<file path="src/rtl/spi_reg_writer.sv">
// spi_reg_writer: turns one register-write request into a 16-bit SPI mode-0 write frame.
// Latency: nCS falls and the first COPI bit appears 1 cycle after accept; the frame is
//   33*CLK_DIV cycles of nCS low; accept-to-next-accept is 34*CLK_DIV+1 cycles minimum.
// Backpressure: i_req_valid is only accepted in IDLE (o_req_ready high); it is not queued.
//
// Frame layout (MSB first on COPI): {1'b1 (write), addr[6:0], data[7:0]}.
// SCLK idles low. Each bit is CLK_DIV cycles low then CLK_DIV cycles high, and COPI
// moves only in the cycle SCLK falls, so data is stable for the whole high phase.
//
// Ports:
//   i_clk        system clock, rising edge
//   i_rst_n      synchronous active-low reset
//   i_req_valid  write request present
//   o_req_ready  request can be accepted (IDLE only)
//   i_req_addr   7-bit register address
//   i_req_data   8-bit register write data
//   o_spi_sclk   SPI clock (mode 0)
//   o_spi_copi   serial data to the peripheral
//   o_spi_ncs    chip select, active low
//   o_busy       frame in progress (cycle after accept through last GAP cycle)
//   o_done       1-cycle pulse in the last GAP cycle
//   o_err        1-cycle pulse on a rejected request
//
// Build option: define SPI_REG_WRITER_ADDR_CHECK_EN to reject addresses above 7'h04
// (request consumed, no frame sent, o_err pulses). Without it every address is sent
// unchanged and o_err is tied low.

module spi_reg_writer #(
  parameter int unsigned CLK_DIV = 4
) (
  input  logic       i_clk,
  input  logic       i_rst_n,
  input  logic       i_req_valid,
  output logic       o_req_ready,
  input  logic [6:0] i_req_addr,
  input  logic [7:0] i_req_data,
  output logic       o_spi_sclk,
  output logic       o_spi_copi,
  output logic       o_spi_ncs,
  output logic       o_busy,
  output logic       o_done,
  output logic       o_err
);

  localparam int unsigned PW = (CLK_DIV > 1) ? $clog2(CLK_DIV) : 1;
  localparam logic [PW-1:0] PH_LAST = PW'(CLK_DIV - 1);

  if (CLK_DIV < 2 || CLK_DIV > 255) begin : g_bad_clk_div
    $error("spi_reg_writer: CLK_DIV must be in 2..255");
  end

  typedef enum logic [1:0] {
    ST_IDLE,
    ST_SHIFT,
    ST_HOLD,
    ST_GAP
  } state_t;

  state_t          r_state, w_state;
  logic [PW-1:0]   r_phase, w_phase;
  logic [3:0]      r_bit,   w_bit;
  logic [15:0]     r_shift, w_shift;
  logic            r_sclk,  w_sclk;
  logic            r_ncs,   w_ncs;
  logic            w_ph_end;
  logic            w_accept;

  // The shift register is emptied by the 16th fall, so COPI reads 0 in HOLD, GAP and IDLE
  // without a separate output mux.
  assign o_spi_copi  = r_shift[15];
  assign o_spi_sclk  = r_sclk;
  assign o_spi_ncs   = r_ncs;
  assign o_req_ready = (r_state == ST_IDLE);
  assign o_busy      = (r_state != ST_IDLE);
  assign o_done      = (r_state == ST_GAP) && (r_phase == PH_LAST);

  assign w_ph_end = (r_phase == PH_LAST);

`ifdef SPI_REG_WRITER_ADDR_CHECK_EN
  logic r_err;
  logic w_reject;

  assign w_reject = i_req_valid && (r_state == ST_IDLE) && (i_req_addr > 7'h04);
  assign w_accept = i_req_valid && (r_state == ST_IDLE) && !w_reject;
  assign o_err    = r_err;

  always_ff @(posedge i_clk) begin
    if (!i_rst_n) begin
      r_err <= 1'b0;
    end else begin
      r_err <= w_reject;
    end
  end
`else
  assign w_accept = i_req_valid && (r_state == ST_IDLE);
  assign o_err    = 1'b0;
`endif

  always_ff @(posedge i_clk) begin
    if (!i_rst_n) begin
      r_state <= ST_IDLE;
      r_phase <= '0;
      r_bit   <= 4'd0;
      r_shift <= 16'h0000;
      r_sclk  <= 1'b0;
      r_ncs   <= 1'b1;
    end else begin
      r_state <= w_state;
      r_phase <= w_phase;
      r_bit   <= w_bit;
      r_shift <= w_shift;
      r_sclk  <= w_sclk;
      r_ncs   <= w_ncs;
    end
  end

  always_comb begin
    w_state = r_state;
    w_phase = r_phase;
    w_bit   = r_bit;
    w_shift = r_shift;
    w_sclk  = r_sclk;
    w_ncs   = r_ncs;

    case (r_state)
      ST_IDLE: begin
        if (w_accept) begin
          w_state = ST_SHIFT;
          w_shift = {1'b1, i_req_addr, i_req_data};
          w_ncs   = 1'b0;
          w_sclk  = 1'b0;
          w_phase = '0;
          w_bit   = 4'd0;
        end
      end

      ST_SHIFT: begin
        if (w_ph_end) begin
          w_phase = '0;
          if (!r_sclk) begin
            w_sclk = 1'b1;
          end else begin
            // Falling edge: next bit goes out now, giving a full low phase of setup.
            w_sclk  = 1'b0;
            w_shift = {r_shift[14:0], 1'b0};
            if (r_bit == 4'd15) begin
              w_state = ST_HOLD;
            end else begin
              w_bit = r_bit + 4'd1;
            end
          end
        end else begin
          w_phase = r_phase + PW'(1);
        end
      end

      ST_HOLD: begin
        if (w_ph_end) begin
          w_phase = '0;
          w_ncs   = 1'b1;
          w_state = ST_GAP;
        end else begin
          w_phase = r_phase + PW'(1);
        end
      end

      ST_GAP: begin
        if (w_ph_end) begin
          w_phase = '0;
          w_state = ST_IDLE;
        end else begin
          w_phase = r_phase + PW'(1);
        end
      end

      default: begin
        w_state = ST_IDLE;
        w_phase = '0;
        w_ncs   = 1'b1;
        w_sclk  = 1'b0;
      end
    endcase
  end

endmodule

</file>
<file path="config.mk">
export PLATFORM = sky130hd
export DESIGN_NAME = spi_reg_writer
export DESIGN_NICKNAME = d
export VERILOG_FILES = /design/src/rtl/spi_reg_writer.sv
export SDC_FILE = /design/constraint.sdc
export NUM_CORES = 1
export LEC_CHECK = 0
export BUFFER_PORTS_ARGS = -buffer_cell sky130_fd_sc_hd__buf_2
export CORE_UTILIZATION = 54
export CTS_CLUSTER_SIZE = 28
export DETAILED_ROUTE_END_ITERATION = 6
export PLACE_DENSITY = 0.78
export SETUP_SLACK_MARGIN = 0.4
export SLEW_MARGIN = 20
export SYNTH_ARGS = -nofsm -noshare
export SYNTH_HDL_FRONTEND = slang
export SYNTH_SLANG_ARGS = --single-unit
</file>
<file path="constraint.sdc">
create_clock -name i_clk -period 2.15 [get_ports i_clk]
set_clock_uncertainty 0.15 [all_clocks]
set_input_delay 0.1075 -clock i_clk [delete_from_list [all_inputs] [get_ports i_clk]]
set_output_delay 0.1075 -clock i_clk [all_outputs]
set_load 0.005 [all_outputs]
</file>
# Word level (Yosys, flattened, before mapping)
# Index checks and enable logic that the tools add are counted.
[op_classes]
eq_ne = 12
add_sub_neg = 2
n_mul = 0
order_cmp = 0
reduce_logical = 12
div = 0
n_mux = 25
shift = 0
bitwise = 0
[op_table]
columns = ["operator", "n"]
rows = [
  ["$mux 16", 3],
  ["$pmux 16 s2", 1],
  ["$mux 2", 8],
  ["$mux 4", 4],
  ["$ne 2x2->1 const B", 6],
  ["$pmux 2 s4", 1],
  ["$pmux 4 s2", 1],
  ["$eq 2x2->1 const B", 3],
  ["$reduce_and 3->1", 2],
  ["$reduce_and 6->1", 1],
  ["$reduce_bool 2->1", 3],
  ["$reduce_and 5->1", 1],
  ["$add 4x1->4 const B", 1],
  ["$eq 4x4->1 const B", 1],
  ["$mux 1", 4],
  ["$pmux 1 s2", 2],
  ["$pmux 2 s2", 1],
  ["$reduce_and 4->1", 1],
  ["$reduce_or 3->1", 1],
  ["$add 2x1->2 const B", 1],
  ["$eq 2x1->1 const B", 1],
  ["$logic_and 1x1->1", 2],
  ["$logic_not 2->1", 1],
  ["$ne 2x1->1 const B", 1],
]
[word_totals]
word_cells = 57
output_inout_bits = 7
reg_bits = 26
ram_bits = 0
latch_bits = 0
memories = 0
in_bits = 18
rom_bits = 0

# Depth between registers and ports, before layout
[depth]
word_depth = 5
depth_mapped = 8
mapped_depth_nobuf = 6

# Worst setup path before layout
# OpenSTA, ideal clock, no wires.
[synth_path]
path_kind = "reg-to-reg"
startpoint = "register r_state[0]"
endpoint = "register r_state[0]"
t_arrival_ns = 1.700
synth_period_minus_slack_ns = 1.922
setup_slack_ns = 0.228
required_ns = 1.928
path_buffers = 1
setup_ns = 0.072
path_stages_with_launch = 8
path_cell_list = "dfxtp_1 -> inv_1 -> ha_1 -> nor2b_4 -> buf_6 -> a221o_1 -> a211oi_2 -> mux2i_1"
[synth_between]
elab_chain_len = 4
word_cells_on_any_way = 13
classes_between = "9 x eq/ne; 1 x mux; 3 x reduce/logical"
[synth_rtl]
columns = ["item", "line_no", "rtl"]
rows = [
  ["from (decl)", "59", "state_t r_state, w_state;"],
  ["from (signal assigned)", "108", "r_state <= w_state;"],
  ["$logic_not 2->1 (*)", "--", ""],
  ["named net o_req_ready", "34", "output logic o_req_ready,"],
  ["$logic_and 1x1->1", "95", "assign w_accept = i_req_valid && (r_state == ST_IDLE);"],
  ["$ne 2x1->1 (no source line)", "--", ""],
  ["$reduce_and 6->1 (no source line)", "--", ""],
]
# The timed path passes the listed nets; every way through them passes the cells marked *.
# A chain may end at the register's enable or synchronous reset.

# Worst setup path in the final report
[layout_path]
startpoint = "register r_state[0]"
endpoint = "register r_shift[14]"
[layout_between]
elab_chain_len = 4
word_cells_on_any_way = 9
classes_between = "4 x eq/ne; 1 x mux; 4 x reduce/logical"
[layout_rtl]
columns = ["item", "line_no", "rtl"]
rows = [
  ["$logic_not 2->1", "95, 125", ""],
  ["$logic_and 1x1->1", "95", ""],
  ["$ne 2x1->1 (no source line)", "--", ""],
  ["$reduce_and 4->1 (no source line)", "--", ""],
  ["to (signal assigned)", "111", "r_shift <= w_shift;"],
  ["to (decl)", "62", "logic [15:0] r_shift, w_shift;"],
]
# Several ways; a longest one is shown, not always the timed one.

==> results_dict.tcl <==
set metrics [dict create \
    status "finished clean" \
    peakVddDrop_uv 879 \
    gp_congestion 0.820 \
    antenna_found_initial 0 \
    fin_area_mm2 0.00182 \
    clk_pin_slew_worst_paths_ns 0.13 \
    cts_buffer_depth 2 \
    portBuffers 23 \
    drive_gt1_share_pct 29.6 \
    fin_crit_ns 1.78 \
    clk_latency_ns 0.31 \
    grt_max_degree 32 \
    nNetsFinal 218 \
    diodes 0 \
    synth_area_mm2 0.00136 \
    cp_slowest_cell "dfxtp_4" \
    globalRouteTotalUtil_pct 24.7 \
    cts_tree "yes" \
    clock-sinks 26 \
    nFillCells 137 \
    dieWidth_um 52.1 \
    routed_via_density 5.74 \
    postRouteAntennaNets 0 \
    yosysTopAreaCell "dfxtp_1" \
    cp.arrival_ns 1.86 \
    totalWireLength_um 3350 \
    synth_area_leaders "dfxtp_1 (38%), mux2i_1 (13%), a211oi_1 (8.3%)" \
    worstMarginPinSlew_ns 0.789 \
    slew_headroom_pct 47.3 \
    cts-root-buf "clkbuf_4" \
    crit_path_max_incr_delay_ns 0.42 \
    seq_power_share_pct 35.1 \
    yosysUniqueCellTypes 32 \
    die_y_um 52.1 \
    drc 0 \
    crit_fanout 16 \
    yosysTopAreaCellShare_pct 38.4 \
    intPower_uw 1280 \
    dieArea_mm2 0.00272 \
    timing.final.ws_setup_ns 0.366 \
    comb_power_share_pct 55.5 \
    crit_type "reg2reg" \
    wire_per_inst_um 15.4 \
    power.share.clock_pct 9.4 \
    drt-pass1-iter-count 4 \
    area_delta_synth_final_pct 34.2 \
    ys_seq_elements 26 \
    rsz0062_at_grt "yes" \
    setup_violations 0 \
    placed_area_mm2 0.00149 \
    drt_iter0_drc 41 \
    rows 17 \
    htreeDepth 1 \
    first_global_vias 1135 \
    fp.coreArea_mm2 0.00230 \
    ios 25 \
    timing.final.crit_share_pct 83.0 \
    vias 1246 \
    yosysSeqAreaShare_pct 38.4 \
    pwr_density_cell_mw_per_mm2 1150 \
    required_ns 2.22 \
    grt_pass1_wl_um 4950 \
    synth_area_per_cell_um2 9.10 \
    max_freq_ghz 0.561 \
    grt_overflow 0 \
    p_switching_uw 821 \
    start_util_pct 59.0 \
    place_ws_ns 0.320 \
    swShare_pct 39.0 \
    power.leakage_uw 0.000734 \
    maxCapViolCount 0 \
    hold_class "in2reg" \
    netlist_instances 149 \
    slew_viol_final 0 \
    post-dp-hpwl_um 1890 \
    finalHoldViolCount 0 \
    syn-num-nets 176 \
    path_cells "inv_4 -> ha_4 -> mux2i_4 -> a21oi_4 -> buf_12 -> nor2_1 -> a211oi_1" \
    numCtsBuffers 3 \
    setup_tns_ns 0 \
    power_uw 2100 \
    endpoint_kind "register" \
    worstSetupStartpointType "register" \
    ys_warn_count 0 \
    fin_util_pct 79.2 \
]
worst paths after layout:
| kind | from | endpoint | slack, ns | depth (start not counted) |
|---|---|---|---|---|
| hold reg to reg | r_shift[0]$_SDFFE_PN0P_ | r_shift[0]$_SDFFE_PN0P_ | 0.34 | 2 |
| setup / recovery | r_state[0]$_SDFFE_PN0P_ | r_shift[14]$_SDFFE_PN0P_ | 0.37 | 7 |
| hold / removal | i_req_data[5] | r_shift[5]$_SDFFE_PN0P_ | 0.001 | 3 |
| setup reg to reg | r_state[0]$_SDFFE_PN0P_ | r_shift[14]$_SDFFE_PN0P_ | 0.37 | 7 |
per-stage QoR:
stage / std cells / hold WS (ns)
floorplan: 149 / 0.0337
global placement: 193 / 0.194
detailed placement: 193 / 0.201
CTS: 215 / 0.000357
global route: 217 / 0.000976
finish: 217 / 0.00101
cells in the mapped netlist, drive strengths merged:
cell    number
nor3         3
a21boi       2
nor2        20
inv          7
mux2i       17
nor2b        2
buf          7
ha           9
nand4b       2
and4         1
o21ai        4
a21oi       10
and3         1
nand3        2
a311oi       1
nand2        7
nor4         1
nand4        1
and2         1
dfxtp       26
a211oi      16
clkbuf       3
nor3b        1
nand2b       3
conb         1
a221o        1
worst max-delay path: cells and delay by family (launching register included):
| kind | cells | cell delay (ns) |
|---|---|---|
| AND/OR/NAND/NOR | 1 | 0.06 |
| AO/OA/AOI/OAI | 2 | 0.45 |
| flip-flops | 1 | 0.42 |
| buffers and inverters | 2 | 0.22 |
| multiplexers | 1 | 0.22 |
| adder cells (fa/ha/maj) | 1 | 0.17 |
area by class of cell:
type                       count  area [um2]  share of cell area, %
multi-input combinational    106         841                   46.2
sequential                    26         527                   28.9
timing repair buffer          47         364                   20.0
tap                           28        35.0                   1.92
inverter                       7        31.3                   1.72
clock buffer                   3        22.5                   1.24
power groups by stage:
| stage | sequential, uW | combinational [uW] | clock (uW) |
|---|---|---|---|
| after floorplan | 711 | 693 | 0 |
| after global placement | 721 | 819 | 0 |
| after detailed placement | 735 | 853 | 0 |
| after CTS | 729 | 969 | 202 |
| after global routing | 753 | 1260 | 228 |
| final | 739 | 1170 | 197 |
layer usage:
| metal | up-vias | track usage (%) | wire length [um] | part of all wire [%] |
|---|---|---|---|---|
| met1 | 583 | 28.7 | 1410 | 42 |
| met4 | 0 | 5.86 | 55 | 1.6 |
| met5 | - | 0 | 0 | 0 |
| met2 | 48 | 44.2 | 1690 | 50 |
| li1 | 609 | - | - | - |
| met3 | 6 | 6.73 | 190 | 5.7 |
cells in the final DEF, fill, tap and decap left out, types with 2 or more instances in the layout:
cell,synthesis,layout
nor3_1,3,3
nand3_1,2,2
ha_1,9,5
mux2i_1,17,16
dfxtp_2,0,2
dfxtp_1,26,23
dlygate4sd3_1,0,14
clkbuf_4,0,3
nand4b_1,2,2
o21ai_0,4,4
nand2b_1,3,3
nand2_1,7,7
buf_2,2,23
ha_4,0,3
buf_4,3,7
inv_4,0,2
inv_1,7,5
a211oi_1,15,11
a211oi_2,1,5
a21oi_1,9,9
nor2_1,20,19
state kept, by name, indices dropped and copies added (netlist names):
name / count
r_shift: 16
r_bit: 4
r_phase: 2
r_state: 2
o_spi_ncs: 1
o_spi_sclk: 1
cells by family after synthesis:
group | share of synthesized area (%)
simple gates | 16.5
compound gates | 17.2
flops | 38.4
buf+inv | 6.83
mux | 12.5
fa+ha+maj | 8.30
other cells | 0.276
what timing repair did:
item | CTS | global route
hold buffers | 13 | 1
pin swaps | 3 | 1
buffers inserted | 6 | 0
endpoints found under the setup margin | 22 | 21
cloned | 0 | 1
gates resized for setup | 11 | 13
hold endpoints to repair | 14 | 1
No activity file was read; power rests on OpenSTA's default activity.
